File: config.mk
export PLATFORM = sky130hd
export DESIGN_NAME = fetch_unit
export DESIGN_NICKNAME = d
export VERILOG_FILES = /design/src/rtl/cpu_pkg.sv /design/src/rtl/load_enable_reg.sv /design/src/rtl/fetch_unit.sv
export SDC_FILE = /design/constraint.sdc
export NUM_CORES = 1
export LEC_CHECK = 0
export CAP_MARGIN = 20
export CELL_PAD_IN_SITES_DETAIL_PLACEMENT = 1
export CELL_PAD_IN_SITES_GLOBAL_PLACEMENT = 1
export CORE_MARGIN = 2
export CORE_UTILIZATION = 34
export DETAILED_ROUTE_END_ITERATION = 10
export MAX_ROUTING_LAYER = met4
export PLACE_DENSITY_LB_ADDON = 0.05
export SLEW_MARGIN = 20
export SYNTH_ARGS = -nofsm -noshare
export SYNTH_HDL_FRONTEND = slang
export SYNTH_HIERARCHICAL = 1
export SYNTH_SLANG_ARGS = --single-unit
File: constraint.sdc
create_clock -name clk -period 4.5 [get_ports clk]
set_input_delay 0.675 -clock clk [delete_from_list [all_inputs] [get_ports clk]]
set_output_delay 0.675 -clock clk [all_outputs]
set_load 0.005 [all_outputs]
File: src/rtl/cpu_pkg.sv
// Shared types and constants for the CPU front end.
// Holds the fetch FSM state encoding, memory command codes and datapath widths.
package cpu_pkg;

  localparam int PC_W    = 9;
  localparam int INSTR_W = 16;

  localparam logic [1:0] MEM_NONE  = 2'b00;
  localparam logic [1:0] MEM_READ  = 2'b01;
  localparam logic [1:0] MEM_WRITE = 2'b10;

  typedef enum logic [2:0] {
    S_RESET  = 3'd0,
    S_IF1    = 3'd1,
    S_IF2    = 3'd2,
    S_UPDATE = 3'd3,
    S_WAIT   = 3'd4
  } fetch_state_t;

endpackage

File: src/rtl/load_enable_reg.sv
// Width-parameterized register with load enable and asynchronous active-low clear.
// Output follows d one cycle after load; holds otherwise; no backpressure.
module load_enable_reg #(
  parameter int W = 8
) (
  input  logic         clk,
  input  logic         rst_n,
  input  logic         load,
  input  logic [W-1:0] d,
  output logic [W-1:0] q
);

  always_ff @(posedge clk or negedge rst_n) begin
    if (!rst_n)
      q <= '0;
    else if (load)
      q <= d;
  end

endmodule

File: src/rtl/fetch_unit.sv
// Instruction fetch: two-cycle synchronous RAM read into ir, pc increment, then hold
// ir_valid until the control FSM acks; an ack may carry a pc redirect. Ack-to-valid is 4 cycles.
module fetch_unit
  import cpu_pkg::*;
(
  input  logic               clk,
  input  logic               rst_n,
  input  logic               start,
  input  logic [INSTR_W-1:0] mem_rdata,
  output logic [PC_W-1:0]    mem_addr,
  output logic [1:0]         mem_cmd,
  output logic [PC_W-1:0]    pc,
  output logic [INSTR_W-1:0] ir,
  output logic               ir_valid,
  input  logic               ir_ack,
  input  logic               pc_load,
  input  logic [PC_W-1:0]    pc_target
);

  fetch_state_t state, state_next;

  logic            pc_ld;
  logic            ir_ld;
  logic [PC_W-1:0] pc_next;

  always_ff @(posedge clk or negedge rst_n) begin
    if (!rst_n)
      state <= S_RESET;
    else
      state <= state_next;
  end

  always_comb begin
    state_next = state;
    case (state)
      S_RESET:  if (start) state_next = S_IF1;
      S_IF1:    state_next = S_IF2;
      S_IF2:    state_next = S_UPDATE;
      S_UPDATE: state_next = S_WAIT;
      S_WAIT:   if (ir_ack) state_next = S_IF1;
      default:  state_next = S_RESET;
    endcase
  end

  // Outputs decode from the registered state only, so reset clears mem_cmd without a clock.
  always_comb begin
    mem_cmd  = MEM_NONE;
    ir_valid = 1'b0;
    ir_ld    = 1'b0;
    pc_ld    = 1'b0;
    pc_next  = pc + PC_W'(1);
    case (state)
      S_IF1: mem_cmd = MEM_READ;
      S_IF2: begin
        mem_cmd = MEM_READ;
        ir_ld   = 1'b1;
      end
      S_UPDATE: pc_ld = 1'b1;
      S_WAIT: begin
        ir_valid = 1'b1;
        if (ir_ack && pc_load) begin
          pc_ld   = 1'b1;
          pc_next = pc_target;
        end
      end
      default: ;
    endcase
  end

  load_enable_reg #(.W(PC_W)) u_pc_reg (
    .clk   (clk),
    .rst_n (rst_n),
    .load  (pc_ld),
    .d     (pc_next),
    .q     (pc)
  );

  load_enable_reg #(.W(INSTR_W)) u_ir_reg (
    .clk   (clk),
    .rst_n (rst_n),
    .load  (ir_ld),
    .d     (mem_rdata),
    .q     (ir)
  );

  assign mem_addr = pc;

endmodule

[After elaboration in Yosys (flattened, before gate mapping)]
Index checks and enable logic that the tools add are counted.
Word-level totals
  bits of input ports: 30
  RAM bits: 0
  bits in read-only memories: 0
  flip-flop bits (word level): 28
  bits in latches: 0
  memories kept: 0
  output and inout port bits: 37
  logic and storage cells: 24
Cells by class
  div/mod/pow operators: 0
  add/sub/neg operators: 1
  order comparisons: 0
  reduce and logical (&&, ||, !) cells: 4
  multiplexer cells: 10
  bitwise gates (word level): 0
  eq/ne operators: 6
  multipliers: 0
  shift-type cells: 0
Operator list (count)
  9-bit two-way mux: 2
  3-bit one-hot mux with 5 select lines: 1
  9-bit by 1-bit adder with 9-bit output, second input constant: 1
  3-bit by 2-bit == test with 1-bit output, second input constant: 2
  3-bit two-way mux: 2
  1-bit two-way mux: 4
  2-bit != test, second input constant: 2
  3-bit by 1-bit == test with 1-bit output, second input constant: 1
  3-bit == test, second input constant: 1
  3-bit zero test: 1
  1-bit one-hot mux with 2 select lines: 1
  2-bit AND reduction: 1
  2-bit OR reduction: 1
  1-bit logical AND: 1

[Longest topological paths before layout]
  word-level depth: 3
  gate-level depth with buffers: 7
  gate-level depth less buffers: 5

[Cells and area by module]
The synthesis kept the hierarchy.
Modules (own cells, without submodules)
  load_enable_reg at u_ir_reg: cells an instance 34, sequential area each 400.4 um2, area each 649.4 um2, times used 1
  fetch_unit: cells an instance 63, sequential area each 75.1 um2, area each 493.0 um2, times used 1
  load_enable_reg at u_pc_reg: cells an instance 19, sequential area each 225.2 um2, area each 371.6 um2, times used 1

[Worst setup path before layout]
OpenSTA, ideal clock, no wires.
  path type: register to register
  start: reg state[1]
  end: reg u_pc_reg.q[1]
  library setup time: 0.125 ns
  period minus slack after synthesis: 1.786 ns
  buffers on the path: 1
  arrival: 1.661 ns
  stages on the path, launching flop included: 7
  setup slack: 2.714 ns
  data required time: 4.375 ns
  path through: dfrtp_1 or3b_1 buf_6 inv_6 nand3_4 mux2_4 mux2_4
On the way
  word-level cells in the longest chain between the ends: 2
  elaborated cells on any way between the ends: 4
  classes of those cells: eq/ne (2); mux (2)
RTL lines
  start: declaration: RTL line fetch_unit.sv:20  | fetch_state_t state, state_next;
  start signal: assignment: RTL line fetch_unit.sv:30  | state <= state_next;
  3-bit == test: RTL line fetch_unit.sv:52  | case (state)
  9-bit two-way mux: RTL line fetch_unit.sv:52
  net pc_next[1]: RTL line fetch_unit.sv:24  | logic [PC_W-1:0] pc_next;
  end signal: assignment: RTL line load_enable_reg.sv:15  | q <= '0;
  end signal: assignment: RTL line load_enable_reg.sv:17  | q <= d;
  end: declaration: RTL line load_enable_reg.sv:10  | output logic [W-1:0] q
The timed path passes the listed nets, and every way through them passes these cells.
A chain may end at the register's enable or synchronous reset.

[Worst setup path after layout]
  start: reg state[1]
  end: out ir_valid
On the way
  word-level cells in the longest chain between the ends: 2
RTL lines
  3-bit == test: RTL line fetch_unit.sv:52
  1-bit two-way mux: RTL line fetch_unit.sv:52
  end: declaration: RTL line fetch_unit.sv:14  | output logic ir_valid,
No other way between the ends.

==> impl_results.html <==
<table>
<tr><th>Metric</th><th>Value</th></tr>
<tr><th colspan="2">Status</th></tr>
<tr><td>Result of the run</td><td>completed</td></tr>
<tr><th colspan="2">Critical path</th></tr>
<tr><td>CP startpoint</td><td>state[1]</td></tr>
<tr><td>Classification of the worst setup path</td><td>register to output port</td></tr>
<tr><td>Worst EP required</td><td>3.83 ns</td></tr>
<tr><td>Arrival time reported for the critical path endpoint</td><td>1.90 ns</td></tr>
<tr><td>Delay contributed by the slowest stage of the critical path</td><td>0.57 ns</td></tr>
<tr><td>Worst reg-to-reg setup slack</td><td>2.28 ns</td></tr>
<tr><td>Cell with the largest stage delay on the worst path</td><td>or3b_1</td></tr>
<tr><td>Ordered cell list for the critical path</td><td>or3b_1 &gt; inv_6 &gt; clkdlybuf4s50_1</td></tr>
<tr><td>FF-to-FF path depth</td><td>5</td></tr>
<tr><td>Startpoint of the lowest-slack register-to-register path</td><td>state[1]</td></tr>
<tr><td>Count of buffer and inverter cells on the critical path</td><td>2</td></tr>
<tr><td>Maximum fanout along the worst path</td><td>8</td></tr>
<tr><td>Kind of cell adding the most delay to the critical path</td><td>buffers and inverters</td></tr>
<tr><td>Worst Setup End Kind</td><td>output port</td></tr>
<tr><td>Capture point of the worst reg-to-reg path</td><td>u_pc_reg/q[6]</td></tr>
<tr><td>Timing endpoint of the critical path</td><td>ir_valid</td></tr>
<tr><td>CP Launch Type</td><td>register</td></tr>
<tr><td>WP depth</td><td>3</td></tr>
<tr><th colspan="2">STA</th></tr>
<tr><td>Worst hold margin</td><td>0.520 ns</td></tr>
<tr><td>Setup repair after global routing missed its margin</td><td>no</td></tr>
<tr><td>Final critical path time including I/O delays and setup</td><td>2.57 ns</td></tr>
<tr><td>Number of failing hold endpoints at the final stage</td><td>0</td></tr>
<tr><td>Tightest Pin Transition</td><td>0.552 ns</td></tr>
<tr><td>Setup total negative slack</td><td>0 ns</td></tr>
<tr><td>Count of final max-slew check failures</td><td>0</td></tr>
<tr><td>Final Skew</td><td>0.00586 ns</td></tr>
<tr><td>Final setup violating endpoints</td><td>0</td></tr>
<tr><td>Setup slack after layout</td><td>1.93 ns</td></tr>
<tr><td>Fin crit share</td><td>57.2%</td></tr>
<tr><td>Max-slew headroom</td><td>63.1%</td></tr>
<tr><td>Fmax</td><td>0.389 GHz</td></tr>
<tr><th colspan="2">Synthesis</th></tr>
<tr><td>Cell types with the largest area share after synthesis</td><td>dfrtp_1 (46%), mux2_4 (22%), buf_4 (5.0%)</td></tr>
<tr><td>Async S/R FF share, synth</td><td>100%</td></tr>
<tr><td>Dominant synthesized flop cell</td><td>dfrtp_1</td></tr>
<tr><td>Most repeated cell in the gate-level netlist after synthesis</td><td>dfrtp_1</td></tr>
<tr><td>Warnings from Yosys</td><td>6</td></tr>
<tr><td>Syn Inst Count</td><td>116</td></tr>
<tr><td>Cell type with the highest aggregate area in the netlist</td><td>dfrtp_1</td></tr>
<tr><td>Number of storage elements in the synthesis netlist</td><td>28</td></tr>
<tr><td>EDFF count, synth</td><td>0</td></tr>
<tr><td>Post-Synthesis Mean Instance Area</td><td>13.1 um^2</td></tr>
<tr><td>Share of synthesized area occupied by flip-flops and latches</td><td>46.3%</td></tr>
<tr><td>Nets in the synthesized netlist</td><td>147</td></tr>
<tr><td>Top-area cell type share of the netlist area</td><td>46.3%</td></tr>
<tr><td>Synth cell types</td><td>28</td></tr>
<tr><td>Commonest cells in the synthesized netlist</td><td>dfrtp_1 (28), mux2_4 (22), buf_4 (10)</td></tr>
<tr><td>Cell area after synthesis</td><td>1510 um^2</td></tr>
<tr><th colspan="2">Route</th></tr>
<tr><td>Number of violations reported at the end of detailed-routing iteration 0</td><td>15</td></tr>
<tr><td>Vias per Instance</td><td>4.90</td></tr>
<tr><td>Post-route DRC</td><td>0</td></tr>
<tr><td>Total vias in the final route</td><td>1102</td></tr>
<tr><td>Wirelength per Cell</td><td>16.1 um</td></tr>
<tr><td>Number of iterations in the first detailed-routing pass</td><td>4</td></tr>
<tr><td>Post-route antenna net violation count</td><td>0</td></tr>
<tr><td>Aggregate routed wire length</td><td>3.61 mm</td></tr>
<tr><th colspan="2">Finish</th></tr>
<tr><td>Share of cells above drive strength 1</td><td>21.4%</td></tr>
<tr><td>Antenna diodes</td><td>0</td></tr>
<tr><td>Number of cells in the finished layout apart from fillers</td><td>225</td></tr>
<tr><td>Number of fill cells in the layout</td><td>454</td></tr>
<tr><td>Growth of design area from synthesis to finish</td><td>43.7%</td></tr>
<tr><td>Final Util</td><td>50.3%</td></tr>
<tr><td>Post-layout nets</td><td>205</td></tr>
<tr><th colspan="2">Power and ir drop</th></tr>
<tr><td>Net switching power</td><td>468 uW</td></tr>
<tr><td>Clock network fraction of design power</td><td>10.2%</td></tr>
<tr><td>Power density of the placed cells</td><td>696 nW/um^2</td></tr>
<tr><td>Flop pwr share</td><td>33.6%</td></tr>
<tr><td>Worst ir drop on vdd</td><td>0.261 mV</td></tr>
<tr><td>Combinational cell fraction of total power</td><td>56.2%</td></tr>
<tr><td>Int Power</td><td>1.05 mW</td></tr>
<tr><td>Switching part of the total power</td><td>30.9%</td></tr>
<tr><td>Leakage power figure</td><td>0.892 nW</td></tr>
<tr><th colspan="2">Worst hold path</th></tr>
<tr><td>Worst hold path class</td><td>register to register</td></tr>
<tr><th colspan="2">Floorplan</th></tr>
<tr><td>Core ar.</td><td>4320 um^2</td></tr>
<tr><td>Initial cell density of the core</td><td>35.0%</td></tr>
<tr><td>Number of ports placed on the die boundary</td><td>67</td></tr>
<tr><td>Height of the die</td><td>70.7 um</td></tr>
<tr><td>Number of rows created at floorplan</td><td>24</td></tr>
<tr><td>Die X</td><td>70.7 um</td></tr>
<tr><td>DIE AREA</td><td>5000 um^2</td></tr>
<tr><th colspan="2">Placed design</th></tr>
<tr><td>Placer's final routability congestion estimate</td><td>0.741</td></tr>
<tr><td>Setup slack after placement</td><td>2.13 ns</td></tr>
<tr><td>Placed insts</td><td>221</td></tr>
<tr><td>Dpl hpwl</td><td>2.69 mm</td></tr>
<tr><td>IO Port Bufs</td><td>65</td></tr>
<tr><th colspan="2">Clock network</th></tr>
<tr><td>Number of hold buffers added after CTS</td><td>0</td></tr>
<tr><td>Number of buffers created by CTS</td><td>3</td></tr>
<tr><td>Clk_lat worst skew</td><td>0.27 ns</td></tr>
<tr><td>Maximum number of buffers from clock root to sink</td><td>2</td></tr>
<tr><td>Resize count post-CTS</td><td>0</td></tr>
<tr><td>H-tree depth</td><td>1</td></tr>
<tr><td>Setup bufs post-CTS</td><td>0</td></tr>
<tr><td>CTS tree</td><td>done</td></tr>
<tr><td>Cell at the root of the clock tree</td><td>clkbuf_8</td></tr>
<tr><td>Clock sinks</td><td>28</td></tr>
<tr><td>CTS clock-pin slew for the worst setup and hold paths</td><td>0.09 ns</td></tr>
<tr><th colspan="2">GRT</th></tr>
<tr><td>Total global-route track usage</td><td>15.4%</td></tr>
<tr><td>Pin count of the biggest net entering global routing</td><td>29</td></tr>
<tr><td>Number of antenna violations at the first check in global routing</td><td>0</td></tr>
<tr><td>Overall overflow remaining after global route</td><td>0</td></tr>
<tr><td>Wire length of the first global-routing pass</td><td>5.90 mm</td></tr>
<tr><td>Vias in the first global route</td><td>1155</td></tr>
<tr><th colspan="2">Job</th></tr>
<tr><td>Max Cap Violations</td><td>0</td></tr>
</table>
## sequential cells by signal, summed over array words and instances, names as in the netlist
register	count
u_pc_reg/q	9
u_ir_reg/q	16
state	3
## layer usage
metal  wire [um]  global-route usage (%)  vias up
met2        1800                    25.5       43
met1        1580                    19.0      543
li1            -                       -      514
met4          27                    5.03        0
met3         205                    2.71        2
met5           0                       -        -
## cells in the final DEF (no fill, tap or decap), types with 3 or more instances in the layout
cell,instances
nand2_1,4
a31oi_1,4
nor3_1,7
clkdlybuf4s50_1,65
clkbuf_8,4
dfrtp_1,28
nand3_1,3
mux2_4,22
o21ai_0,4
or3_1,3
mux2_2,6
xnor2_1,4
## cell families after synthesis
group / synth area share, %
AOI/OAI and AO/OA: 4.63
and+or+nand+nor: 10.1
muxes: 26.3
DFF: 46.3
buffers and inverters: 9.34
other: 0.248
xor gates and xnor gates: 2.31
adders and majority gates: 0.826
## worst register-to-register path, stage by stage, from the launching register on
cell	delay [ns]
dfrtp_1	0.44
or3b_1	0.57
inv_6	0.12
nand3_4	0.16
nand2_1	0.47
mux2_4	0.35
## through the flow
stage / area [um^2] / total power, mW
after floorplan: 1510 / 1.02
after global placement: 2120 / 1.34
after detailed placement: 2120 / 1.38
after CTS: 2180 / 1.55
after global routing: 2180 / 1.62
final: 2180 / 1.52
## power groups by stage
stage	Sequential (mW)	Clock (mW)	Combinational [mW]
after global routing	0.534	0.174	0.913
after global placement	0.501	0	0.842
after floorplan	0.495	0	0.528
final	0.509	0.155	0.852
after CTS	0.514	0.165	0.867
after detailed placement	0.517	0	0.861
## area by class of cell
cell class	instances	area, um^2	area share (%)
Multi-Input combinational cell	72	677	31.1
Tap cell	52	65.1	2.99
Timing Repair Buffer	67	666	30.6
Clock buffer	4	55.1	2.53
Inverter	2	12.5	0.575
Sequential cell	28	701	32.2
## how the worst min path moves through the flow
stage	to	start	depth (start not counted)	slack (ns)
after floorplan	state[0]	rst_n	0	0.38
after global placement	u_ir_reg/q[3]	u_ir_reg/q[3]	1	0.49
after detailed placement	u_ir_reg/q[5]	u_ir_reg/q[5]	1	0.50
after CTS	u_ir_reg/q[1]	u_ir_reg/q[1]	1	0.53
after global routing	u_ir_reg/q[9]	u_ir_reg/q[9]	1	0.53
final	u_ir_reg/q[13]	u_ir_reg/q[13]	1	0.52
Note: power is estimated with default switching activity, not from simulation.
